===== config.mk =====
export PLATFORM = sky130hd
export DESIGN_NAME = bus_slave_port
export DESIGN_NICKNAME = d
export VERILOG_FILES = /design/src/rtl/bus_pkg.sv /design/src/rtl/serial_shift_reg.sv /design/src/rtl/bus_slave_port.sv
export SDC_FILE = /design/constraint.sdc
export NUM_CORES = 1
export LEC_CHECK = 0
export BUFFER_PORTS_ARGS = -buffer_cell sky130_fd_sc_hd__buf_4
export CAP_MARGIN = 20
export CORE_ASPECT_RATIO = 1.25
export CORE_MARGIN = 10
export CORE_UTILIZATION = 57
export DETAILED_ROUTE_END_ITERATION = 8
export PLACE_DENSITY_LB_ADDON = 0.08
export SYNTH_ARGS = -nofsm -noshare
export SYNTH_HDL_FRONTEND = slang
export SYNTH_HIERARCHICAL = 1
export SYNTH_SLANG_ARGS = --single-unit

===== constraint.sdc =====
create_clock -name CLK -period 3.9 [get_ports CLK]
set_input_delay 0.195 -clock CLK [delete_from_list [all_inputs] [get_ports CLK]]
set_output_delay 0.195 -clock CLK [all_outputs]
set_load 0.1 [all_outputs]

===== src/rtl/bus_pkg.sv =====
// bus_pkg
//   Shared definitions for the slave side of the serial 1-bit system bus:
//   bus address split, default handshake length and the slave port state type.
package bus_pkg;

  localparam int BUS_ADDR_W      = 16;  // full serial bus address
  localparam int SEL_W           = 4;   // upper bits consumed by the address decoder
  localparam int SLV_ADDR_W      = BUS_ADDR_W - SEL_W;
  localparam int ACK_CYCLES_DFLT = 2;   // B_ACK pulse length in clock cycles

  typedef enum logic [3:0] {
    ST_IDLE,
    ST_ADDR,
    ST_RW,
    ST_ACKA,
    ST_WDATA,
    ST_WCMT,
    ST_ACKW,
    ST_RREQ,
    ST_RWAIT,
    ST_ACKR,
    ST_RDATA
  } bus_slv_state_t;

  function automatic int max_int(input int a, input int b);
    return (a > b) ? a : b;
  endfunction

  function automatic logic is_ack_state(input bus_slv_state_t s);
    return (s == ST_ACKA) || (s == ST_ACKW) || (s == ST_ACKR);
  endfunction

endpackage


===== src/rtl/serial_shift_reg.sv =====
// serial_shift_reg
//   MSB-first shift register with parallel load and a saturating bit counter.
//   Shifting moves every bit one place towards the MSB and inserts sin at the
//   LSB, so the same operation deserialises (sin = line) and serialises
//   (the caller reads value[W-1] before each shift).
// Ports
//   clk, rst_n  clock, asynchronous active-low reset
//   clr         zero the bit counter (may coincide with shift: counter -> 1)
//   load        parallel load of load_val, counter -> 0 (wins over shift)
//   shift, sin  shift one bit in at the LSB
//   value       register contents
//   count       bits shifted since last clr/load, saturates at W
//   done        count has reached W
module serial_shift_reg #(
  parameter int W     = 8,
  parameter int CNT_W = $clog2(W + 1)
) (
  input  logic             clk,
  input  logic             rst_n,
  input  logic             clr,
  input  logic             load,
  input  logic [W-1:0]     load_val,
  input  logic             shift,
  input  logic             sin,
  output logic [W-1:0]     value,
  output logic [CNT_W-1:0] count,
  output logic             done
);

  localparam logic [CNT_W-1:0] TERM = CNT_W'(W);

  logic [W-1:0]     value_reg;
  logic [CNT_W-1:0] count_reg;
  logic [CNT_W-1:0] cnt_base;

  // Counter origin for this edge: a clear/load restarts from zero.
  always_comb cnt_base = (clr || load) ? '0 : count_reg;

  always_ff @(posedge clk or negedge rst_n) begin
    if (!rst_n) begin
      value_reg <= '0;
      count_reg <= '0;
    end else begin
      if (load)
        value_reg <= load_val;
      else if (shift)
        value_reg <= {value_reg[W-2:0], sin};

      if (shift && !load && (cnt_base != TERM))
        count_reg <= cnt_base + 1'b1;
      else
        count_reg <= cnt_base;
    end
  end

  assign value = value_reg;
  assign count = count_reg;
  assign done  = (count_reg == TERM);

endmodule


===== src/rtl/bus_slave_port.sv =====
// bus_slave_port
//   Slave endpoint of the serial 1-bit system bus. Deserialises address, RW
//   and write data from B_BUS_IN, handshakes with B_ACK, issues single-cycle
//   strobes to local memory and serialises read data back on B_BUS_OUT.
// Ports
//   CLK, RSTN           clock, asynchronous active-low reset
//   B_UTIL, S_SEL       frame active / decoder select; act = B_UTIL & S_SEL
//   B_BUS_IN            serial master->slave line, MSB first
//   B_BUS_OUT, B_ACK    serial read data / handshake (registered)
//   S_ADDR, S_WDATA     captured address / write data (hold until overwritten)
//   S_WE, S_RE          one-cycle memory strobes (registered)
//   S_READY             memory accepts a strobe
//   S_RDATA, S_RVALID   read return from memory
module bus_slave_port
  import bus_pkg::*;
#(
  parameter int ADDR_W     = SLV_ADDR_W,
  parameter int DATA_W     = 8,
  parameter int ACK_CYCLES = ACK_CYCLES_DFLT
) (
  input  logic              CLK,
  input  logic              RSTN,
  input  logic              B_UTIL,
  input  logic              S_SEL,
  input  logic              B_BUS_IN,
  output logic              B_BUS_OUT,
  output logic              B_ACK,
  output logic [ADDR_W-1:0] S_ADDR,
  output logic [DATA_W-1:0] S_WDATA,
  output logic              S_WE,
  output logic              S_RE,
  input  logic              S_READY,
  input  logic [DATA_W-1:0] S_RDATA,
  input  logic              S_RVALID
);

  localparam int CNT_W = $clog2(max_int(ADDR_W, DATA_W) + 1);
  localparam int ACK_W = $clog2(ACK_CYCLES + 1);
  localparam logic [CNT_W-1:0] ADDR_LAST = CNT_W'(ADDR_W - 1);
  localparam logic [CNT_W-1:0] DATA_LAST = CNT_W'(DATA_W - 1);
  localparam logic [ACK_W-1:0] ACK_LAST  = ACK_W'(ACK_CYCLES - 1);

  bus_slv_state_t state_reg, state_next;
  logic             act;
  logic             armed_reg;
  logic [ACK_W-1:0] ack_cnt_reg;
  logic             ack_last;
  logic             b_ack_reg, b_ack_next;
  logic             s_we_reg, s_we_next;
  logic             s_re_reg, s_re_next;
  logic             b_bus_out_reg, b_bus_out_next;
  logic [ADDR_W-1:0] s_addr_reg;
  logic [DATA_W-1:0] s_wdata_reg;

  logic              addr_clr, addr_shift, addr_done;
  logic [ADDR_W-1:0] addr_val;
  logic [CNT_W-1:0]  addr_cnt;
  logic              data_clr, data_load, data_shift, data_sin, data_done;
  logic [DATA_W-1:0] data_val;
  logic [CNT_W-1:0]  data_cnt;

  assign act      = B_UTIL & S_SEL;
  assign ack_last = (ack_cnt_reg == ACK_LAST);

  serial_shift_reg #(.W(ADDR_W), .CNT_W(CNT_W)) u_addr_sr (
    .clk(CLK), .rst_n(RSTN), .clr(addr_clr), .load(1'b0), .load_val('0),
    .shift(addr_shift), .sin(B_BUS_IN),
    .value(addr_val), .count(addr_cnt), .done(addr_done)
  );

  // Shared data register: write data shifts in during WDATA, read data is
  // loaded on S_RVALID and shifted out during RDATA.
  serial_shift_reg #(.W(DATA_W), .CNT_W(CNT_W)) u_data_sr (
    .clk(CLK), .rst_n(RSTN), .clr(data_clr), .load(data_load), .load_val(S_RDATA),
    .shift(data_shift), .sin(data_sin),
    .value(data_val), .count(data_cnt), .done(data_done)
  );

  // State register plus the registered outputs.
  always_ff @(posedge CLK or negedge RSTN) begin
    if (!RSTN) begin
      state_reg     <= ST_IDLE;
      armed_reg     <= 1'b0;
      ack_cnt_reg   <= '0;
      b_ack_reg     <= 1'b0;
      s_we_reg      <= 1'b0;
      s_re_reg      <= 1'b0;
      b_bus_out_reg <= 1'b0;
    end else begin
      state_reg     <= state_next;
      // A new frame is accepted only after act has been seen low.
      armed_reg     <= !act || (armed_reg && (state_reg != ST_IDLE));
      ack_cnt_reg   <= (is_ack_state(state_reg) && (state_next == state_reg))
                       ? ack_cnt_reg + 1'b1 : '0;
      b_ack_reg     <= b_ack_next;
      s_we_reg      <= s_we_next;
      s_re_reg      <= s_re_next;
      b_bus_out_reg <= b_bus_out_next;
    end
  end

  // Next-state logic. Dropping act aborts any frame in progress.
  always_comb begin
    state_next = state_reg;
    if (state_reg == ST_IDLE) begin
      if (act && armed_reg) state_next = ST_ADDR;
    end else if (!act) begin
      state_next = ST_IDLE;
    end else begin
      case (state_reg)
        ST_ADDR:  if (addr_cnt == ADDR_LAST) state_next = ST_RW;
        ST_RW:    state_next = B_BUS_IN ? ST_ACKA : ST_RREQ;
        ST_ACKA:  if (ack_last) state_next = ST_WDATA;
        ST_WDATA: if (data_cnt == DATA_LAST) state_next = ST_WCMT;
        ST_WCMT:  if (s_we_reg) state_next = ST_ACKW;  // strobe just issued
        ST_ACKW:  if (ack_last) state_next = ST_IDLE;
        ST_RREQ:  if (S_READY) state_next = ST_RWAIT;
        ST_RWAIT: if (S_RVALID) state_next = ST_ACKR;
        ST_ACKR:  if (ack_last) state_next = ST_RDATA;
        ST_RDATA: if (data_done) state_next = ST_IDLE;
        default:  state_next = ST_IDLE;
      endcase
    end
  end

  // Output / datapath control logic.
  always_comb begin
    b_ack_next     = is_ack_state(state_next);
    s_we_next      = act && (state_reg == ST_WCMT) && !s_we_reg && S_READY;
    s_re_next      = act && (state_reg == ST_RREQ) && S_READY;
    // Each RDATA cycle shows the current MSB; the register shifts on the same edge.
    b_bus_out_next = (state_next == ST_RDATA) ? data_val[DATA_W-1] : 1'b0;

    addr_clr   = (state_reg == ST_IDLE);
    addr_shift = ((state_reg == ST_IDLE) && (state_next == ST_ADDR)) ||
                 ((state_reg == ST_ADDR) && act);
    data_clr   = (state_reg == ST_ACKA);
    data_load  = (state_reg == ST_RWAIT) && (state_next == ST_ACKR);
    data_shift = ((state_reg == ST_WDATA) && act) || (state_next == ST_RDATA);
    data_sin   = (state_reg == ST_WDATA) && B_BUS_IN;
  end

  // Published address / write data; only a complete capture is exposed.
  always_ff @(posedge CLK or negedge RSTN) begin
    if (!RSTN) begin
      s_addr_reg  <= '0;
      s_wdata_reg <= '0;
    end else begin
      if ((state_reg == ST_RW) && act && addr_done) s_addr_reg <= addr_val;
      if ((state_reg == ST_WCMT) && act)            s_wdata_reg <= data_val;
    end
  end

  assign B_ACK     = b_ack_reg;
  assign S_WE      = s_we_reg;
  assign S_RE      = s_re_reg;
  assign B_BUS_OUT = b_bus_out_reg;
  assign S_ADDR    = s_addr_reg;
  assign S_WDATA   = s_wdata_reg;

endmodule


==> results of run 1 <==
-- layout make-up --
cell class	instances	area, µm²
Tap cell	62	77.57
Multi-Input combinational cell	205	1441
Inverter	9	33.78
Sequential cell	59	1476
Clock buffer	10	137.6
Fill cell	408	1499
Timing Repair Buffer	43	325.3
Clock inverter	6	88.84
-- worst max-delay path by stage --
stage                                start                           end  slack, ps  cells after the start
global route        state_reg[0]$_DFF_PN0_  u_data_sr/count[1]$_DFF_PN0_        330                     14
floorplan                   S_WE$_DFF_PN0_  u_data_sr/count[1]$_DFF_PN0_        900                     12
finish              state_reg[0]$_DFF_PN0_  u_data_sr/count[1]$_DFF_PN0_        580                     14
detailed placement  state_reg[0]$_DFF_PN0_  u_data_sr/count[1]$_DFF_PN0_        600                     14
global placement    state_reg[0]$_DFF_PN0_  u_data_sr/count[1]$_DFF_PN0_        720                     14
CTS                 state_reg[0]$_DFF_PN0_  u_data_sr/count[1]$_DFF_PN0_        570                     14
-- metal layers --
metal  global-route usage [%]  wire length, µm  part of all wire, %  vias up
met5                        0                0                    0        -
met4                    7.487              147                  2.3        0
met3                    6.472              420                  6.5       18
met2                    24.96             3027                   47       56
met1                    18.17             2830                   44     1051
li1                         -                -                    -     1056
-- stage by stage --
step | power [W] | utilization, % | area (µm²)
after CTS | 0.001370 | 70.49 | 3581
after detailed placement | 0.0007356 | 65.84 | 3344
final | 0.001358 | 70.49 | 3581
after global routing | 0.001407 | 70.49 | 3581
after global placement | 0.0007324 | 65.84 | 3344
after floorplan | 0.0007024 | - | 3048
-- power by group through the flow --
stage               registers (W)   logic, W  clock network [W]
CTS                      0.000645  0.0000802           0.000645
floorplan                0.000649  0.0000535                  0
detailed placement       0.000657  0.0000789                  0
global placement         0.000656  0.0000766                  0
global route             0.000648  0.0000933           0.000666
finish                   0.000645  0.0000808           0.000632
-- cell usage after synthesis, types with 3 or more instances --
library cell   n
nand4_1        3
dfrtp_1       59
nor3b_1        3
nand2b_1       3
nand2_1       33
buf_4          6
and4bb_2       3
a21oi_1        6
mux2_2        23
inv_1          8
xnor2_1        3
nand3_1        3
and3_1         3
o21ai_1        3
buf_2          5
nor2_1        10
mux2i_1       20
ha_1           3
nor3_1         5
o21ai_0       23
-- logic make-up after synthesis --
family	share of synthesized area [%]
XOR/XNOR	1.466
AO/OA/AOI/OAI	9.673
buffers and inverters	4.480
adder cells (fa/ha/maj)	1.256
multiplexers	15.75
flip-flops	49.41
other	0.1255
AND/OR/NAND/NOR	17.84
-- worst max-delay path, stage by stage, from the launching register on --
cell and delay, ps:
dfrtp_1 580, nor4_4 610, a211o_2 200, inv_1 70, nand2b_1 120, inv_1 90, nand2_1 70, a21oi_1 50
nor2_1 170, and2_1 200, inv_1 50, ha_1 190, and4bb_1 220, nor3b_2 230, mux2_1 350
-- repair_timing --
item | 4_1_cts | 5_1_grt
resized for setup | 0 | 0
hold buffers | 1 | 0
hold endpoints to repair | 59 | 0
buffers inserted | 0 | 0
==> flow_metrics.env, run 1 <==
export IMPL_netlist_area_leader_share_pct=49.41
export IMPL_grt_max_degree=60
export IMPL_io_buffers=38
export IMPL_grt_overflow_total=0
export IMPL_syn_inst=272
export IMPL_hold_end="u_data_sr/value[3]$_DFFE_PN0P_"
export IMPL_avgSynthCellArea_um2=10.98
export IMPL_track_usage_pct=15.79
export IMPL_clk_path_buf_depth=2
export IMPL_synth_top_cell_by_area="dfrtp_1"
export IMPL_antenna_found_initial=0
export IMPL_wl_um=6425
export IMPL_rows=29
export IMPL_drtIter0Drc=110
export IMPL_antenna_left=0
export IMPL_area_growth_pct=19.85
export IMPL_cts_sinks=59
export IMPL_yosysUniqueCellTypes=55
export IMPL_worstRegToRegCells=14
export IMPL_startpoint_type="flip-flop"
export IMPL_dieArea_mm2=0.008556
export IMPL_post_synth_instance_area_mm2=0.002988
export IMPL_num_vias=2181
export IMPL_wire_per_inst_um=16.31
export IMPL_antenna_cells=0
export IMPL_core_area_mm2=0.005080
export IMPL_ys_async_sr_fraction_pct=100.0
export IMPL_swShare_pct=23.52
export IMPL_p_leak_nw=1.675
export IMPL_synth_area_top_cells="dfrtp_1 (49%), mux2_2 (8.7%), mux2i_1 (6.7%)"
export IMPL_required_ps=4120
export IMPL_critPathKind="reg2reg"
export IMPL_grt_pass1_vias=2378
export IMPL_via_per_inst=5.536
export IMPL_status="completed"
export IMPL_initial_core_util_pct=58.82
export IMPL_io_pins=39
export IMPL_r2r_end="u_data_sr/count[1]$_DFF_PN0_"
export IMPL_nets=345
export IMPL_rsz0062_at_grt="no"
export IMPL_dpl_worst_slack_ps=602.0
export IMPL_fp_dieW_um=84.76
export IMPL_layout_commonest_cell="dfrtp_1"
export IMPL_die_h_um=100.9
export IMPL_min_period_ps=3318
export IMPL_arrival_ps=3540
export IMPL_internal_power_w=0.001039
export IMPL_fmax_mhz=301.4
export IMPL_gp_congestion=0.8493
export IMPL_layoutNonFillerInstCount=394
export IMPL_reg2reg_from="state_reg[0]$_DFF_PN0_"
export IMPL_seq_power_share_pct=47.5
export IMPL_final_cell_mix="dfrtp_1 (59), buf_4 (42), nand2_1 (33)"
export IMPL_tightest_slew_ps=753.6
export IMPL_root_buffer="clkbuf_8"
export IMPL_cp_max_fo=17
export IMPL_finClkSkew_ps=11.20
export IMPL_p_switching_w=0.0003194
export IMPL_hp_start="S_RDATA[3]"
export IMPL_timing_final_crit_share_pct=85.07
export IMPL_synth_yosys_warnings=6
export IMPL_pwr_share_comb_pct=5.9
export IMPL_fin_ws_ps=582.2
export IMPL_firstDrtPassIters=4
export IMPL_numCtsBuffers=9
export IMPL_ys_seq_elements=59
export IMPL_hold_class="in2reg"
export IMPL_power_frac_clock_pct=46.6
export IMPL_insertion_delay_ps=350
export IMPL_htreeDepth=3
export IMPL_cts_tree="built"
export IMPL_seq_area_frac_synth_pct=49.41
export IMPL_drcViolationCount=0
export IMPL_synth_flop_cell="dfrtp_1"
export IMPL_peakVddDrop_uv=263.2
export IMPL_grt_pass1_wl_um=11010
export IMPL_fin_hold_ws_ps=51.53
export IMPL_r2r_slack_ps=580
export IMPL_worstHoldPathCells=3
export IMPL_placed_cells=377
export IMPL_cap_violations=0
export IMPL_end_kind="flip-flop"
export IMPL_synth_edf_count=0
export IMPL_drive_above_1_share_pct=28.31
export IMPL_finalHoldViolCount=0
export IMPL_tns_ps=0
export IMPL_relSlewSlack_pct=49.76
export IMPL_setup_violations_final=0
export IMPL_post_dp_hpwl_um=4450
export IMPL_finalMaxSlewViolations=0
export IMPL_p_per_area_mw_per_mm2=379.2
export IMPL_cts_reportedPaths_clkPinSlew_ps=70
(Power assumes the default switching activity.)
==> run 2: changes to the inputs <==
BUFFER_PORTS_ARGS = default   (was -buffer_cell sky130_fd_sc_hd__buf_4)
CORE_UTILIZATION = 48   (was 57)
DONT_BUFFER_PORTS = 1   (was default)
==> run 2 against run 1 <==
Core utilization shrank 15 points. Largest power group unchanged. Die area rose by 15%. Worst hold slack gained 41 ps. Non-clock buffer count decreased by 26. Cell count down 0.76%. Largest cell class unchanged. First-iteration DRC count shrank 12%. Sequential power about the same. Critical path type unchanged.
==> flow_metrics.env, run 2 (synthesized netlist as in run 1, its figures left out) <==
export IMPL_path_common_cell="inv_1"
export IMPL_numCtsBuffers=9
export IMPL_fmax_mhz=316.8
export IMPL_min_period_ps=3157
export IMPL_pwr_share_comb_pct=6.2
export IMPL_reg2reg_from="state_reg[0]$_DFF_PN0_"
export IMPL_gp_congestion=0.9119
export IMPL_rsz0062_at_grt="no"
export IMPL_final_cell_mix="dfrtp_1 (59), nand2_1 (33), mux2_2 (23)"
export IMPL_layout_commonest_cell="dfrtp_1"
export IMPL_layoutNonFillerInstCount=391
export IMPL_grt_pass1_wl_um=10910
export IMPL_startpoint_type="flip-flop"
export IMPL_p_per_area_mw_per_mm2=371.8
export IMPL_p_switching_w=0.0003008
export IMPL_io_pins=39
export IMPL_end_kind="flip-flop"
export IMPL_slowest_stage="dfrtp_1"
export IMPL_dieArea_mm2=0.009800
export IMPL_cts_sinks=59
export IMPL_arrival_ps=3360
export IMPL_cts_reportedPaths_clkPinSlew_ps=70
export IMPL_fp_dieW_um=90.57
export IMPL_rows=32
export IMPL_regArea_mm2=0.001476
export IMPL_worst_path_buf_inv=4
export IMPL_r2r_slack_ps=740
export IMPL_core_area_mm2=0.006126
export IMPL_die_h_um=108.2
export IMPL_finalMaxSlewViolations=0
export IMPL_wl_um=6430
export IMPL_antenna_left=0
export IMPL_via_per_inst=5.261
export IMPL_internal_power_w=0.0009723
export IMPL_clk_path_buf_depth=2
export IMPL_htreeDepth=3
export IMPL_tightest_slew_ps=917.1
export IMPL_io_buffers=0
export IMPL_drcViolationCount=0
export IMPL_max_stage_delay_ps=580
export IMPL_track_usage_pct=13.85
export IMPL_peakVddDrop_uv=251.6
export IMPL_timing_final_crit_share_pct=80.94
export IMPL_drtIter0Drc=97
export IMPL_setup_violations_final=0
export IMPL_dpl_worst_slack_ps=770.2
export IMPL_finClkSkew_ps=7.726
export IMPL_cp_top_family="simple AND/OR/NAND/NOR gates"
export IMPL_nets=319
export IMPL_relSlewSlack_pct=38.86
export IMPL_hp_start="B_BUS_IN"
export IMPL_initial_core_util_pct=48.77
export IMPL_power_w=0.001273
export IMPL_firstDrtPassIters=5
export IMPL_status="completed"
export IMPL_root_buffer="clkbuf_8"
export IMPL_required_ps=4110
export IMPL_antenna_found_initial=0
export IMPL_area_growth_pct=14.61
export IMPL_post_dp_hpwl_um=4389
export IMPL_cp_max_fo=17
export IMPL_drive_above_1_share_pct=18.95
export IMPL_placed_cells=364
export IMPL_wire_per_inst_um=16.45
export IMPL_finalHoldViolCount=0
export IMPL_post_route_util_pct=55.90
export IMPL_cts_tree="built"
export IMPL_multiInputGateArea_mm2=0.001441
export IMPL_crit_start="state_reg[0]$_DFF_PN0_"
export IMPL_fillers=529
export IMPL_seq_power_share_pct=50.7
export IMPL_critPathKind="reg2reg"
export IMPL_path_cells="nor4_4 -> buf_4 -> a211o_2 -> inv_1 -> nand2b_1 -> inv_1 -> nand2_1 -> a21oi_1 -> nor2_1 -> and2_1 -> inv_1 -> ha_1 -> and4bb_1 -> nor3b_2 -> mux2_1"
export IMPL_power_frac_clock_pct=43.1
export IMPL_fin_ws_ps=743.5
export IMPL_cap_violations=0
export IMPL_insertion_delay_ps=330
export IMPL_grt_pass1_vias=2117
export IMPL_num_vias=2057
export IMPL_antenna_cells=0
export IMPL_tns_ps=0
export IMPL_p_leak_nw=1.527
export IMPL_grt_overflow_total=0
export IMPL_grt_max_degree=60
export IMPL_hold_class="in2reg"
export IMPL_swShare_pct=23.63
run 2: metal layers:
layer	share of wire, %	vias up	global-route usage [%]
met5	0	-	0
met4	1.9	0	6.834
met3	6.2	11	5.270
met2	49	46	21.47
met1	43	996	16.62
li1	-	1004	-
run 2: through the flow:
stage / hold slack [ps] / area (µm²)
2_1_floorplan: -100.6 / 3048
3_3_place_gp: -98.82 / 3103
4_1_cts: 71.69 / 3425
3_5_place_dp: -98.71 / 3103
6_report: 92.13 / 3425
5_1_grt: 95.90 / 3425
run 2: power groups by stage:
stage | clock network [W] | registers, W | logic [W]
floorplan | 0 | 0.000649 | 0.0000535
global route | 0.000597 | 0.000648 | 0.0000903
CTS | 0.000572 | 0.000645 | 0.0000789
detailed placement | 0 | 0.000657 | 0.0000543
finish | 0.000549 | 0.000645 | 0.0000792
global placement | 0 | 0.000657 | 0.0000541
run 2: final cells by class:
type                       count  share of cell area, %
clock inverter                 5                  1.535
sequential                    59                  43.11
clock buffer                  11                  4.129
tap                           85                  3.106
timing repair buffer          17                  5.042
multi-input combinational    205                  42.09
inverter                       9                 0.9865
run 2: final timing paths:
path	endpoint	cells past startpoint
min in group asynchronous	S_ADDR[7]$_DFFE_PN0P_	2
max in group asynchronous	B_ACK$_DFF_PN0_	2
worst min-delay path	u_addr_sr/value[0]$_DFFE_PN0P_	2
worst max-delay path	u_data_sr/count[1]$_DFF_PN0_	15
worst min register to register	ack_cnt_reg[0]$_DFF_PN0_	1
worst max register to register	u_data_sr/count[1]$_DFF_PN0_	15
run 2: timing repair:
action | 4_1_cts | 5_1_grt
hold buffers | 11 | 0
resized for setup | 0 | 0
buffers inserted | 0 | 0
endpoints found under the hold margin | 68 | 0
setup endpoints to repair | 0 | 0
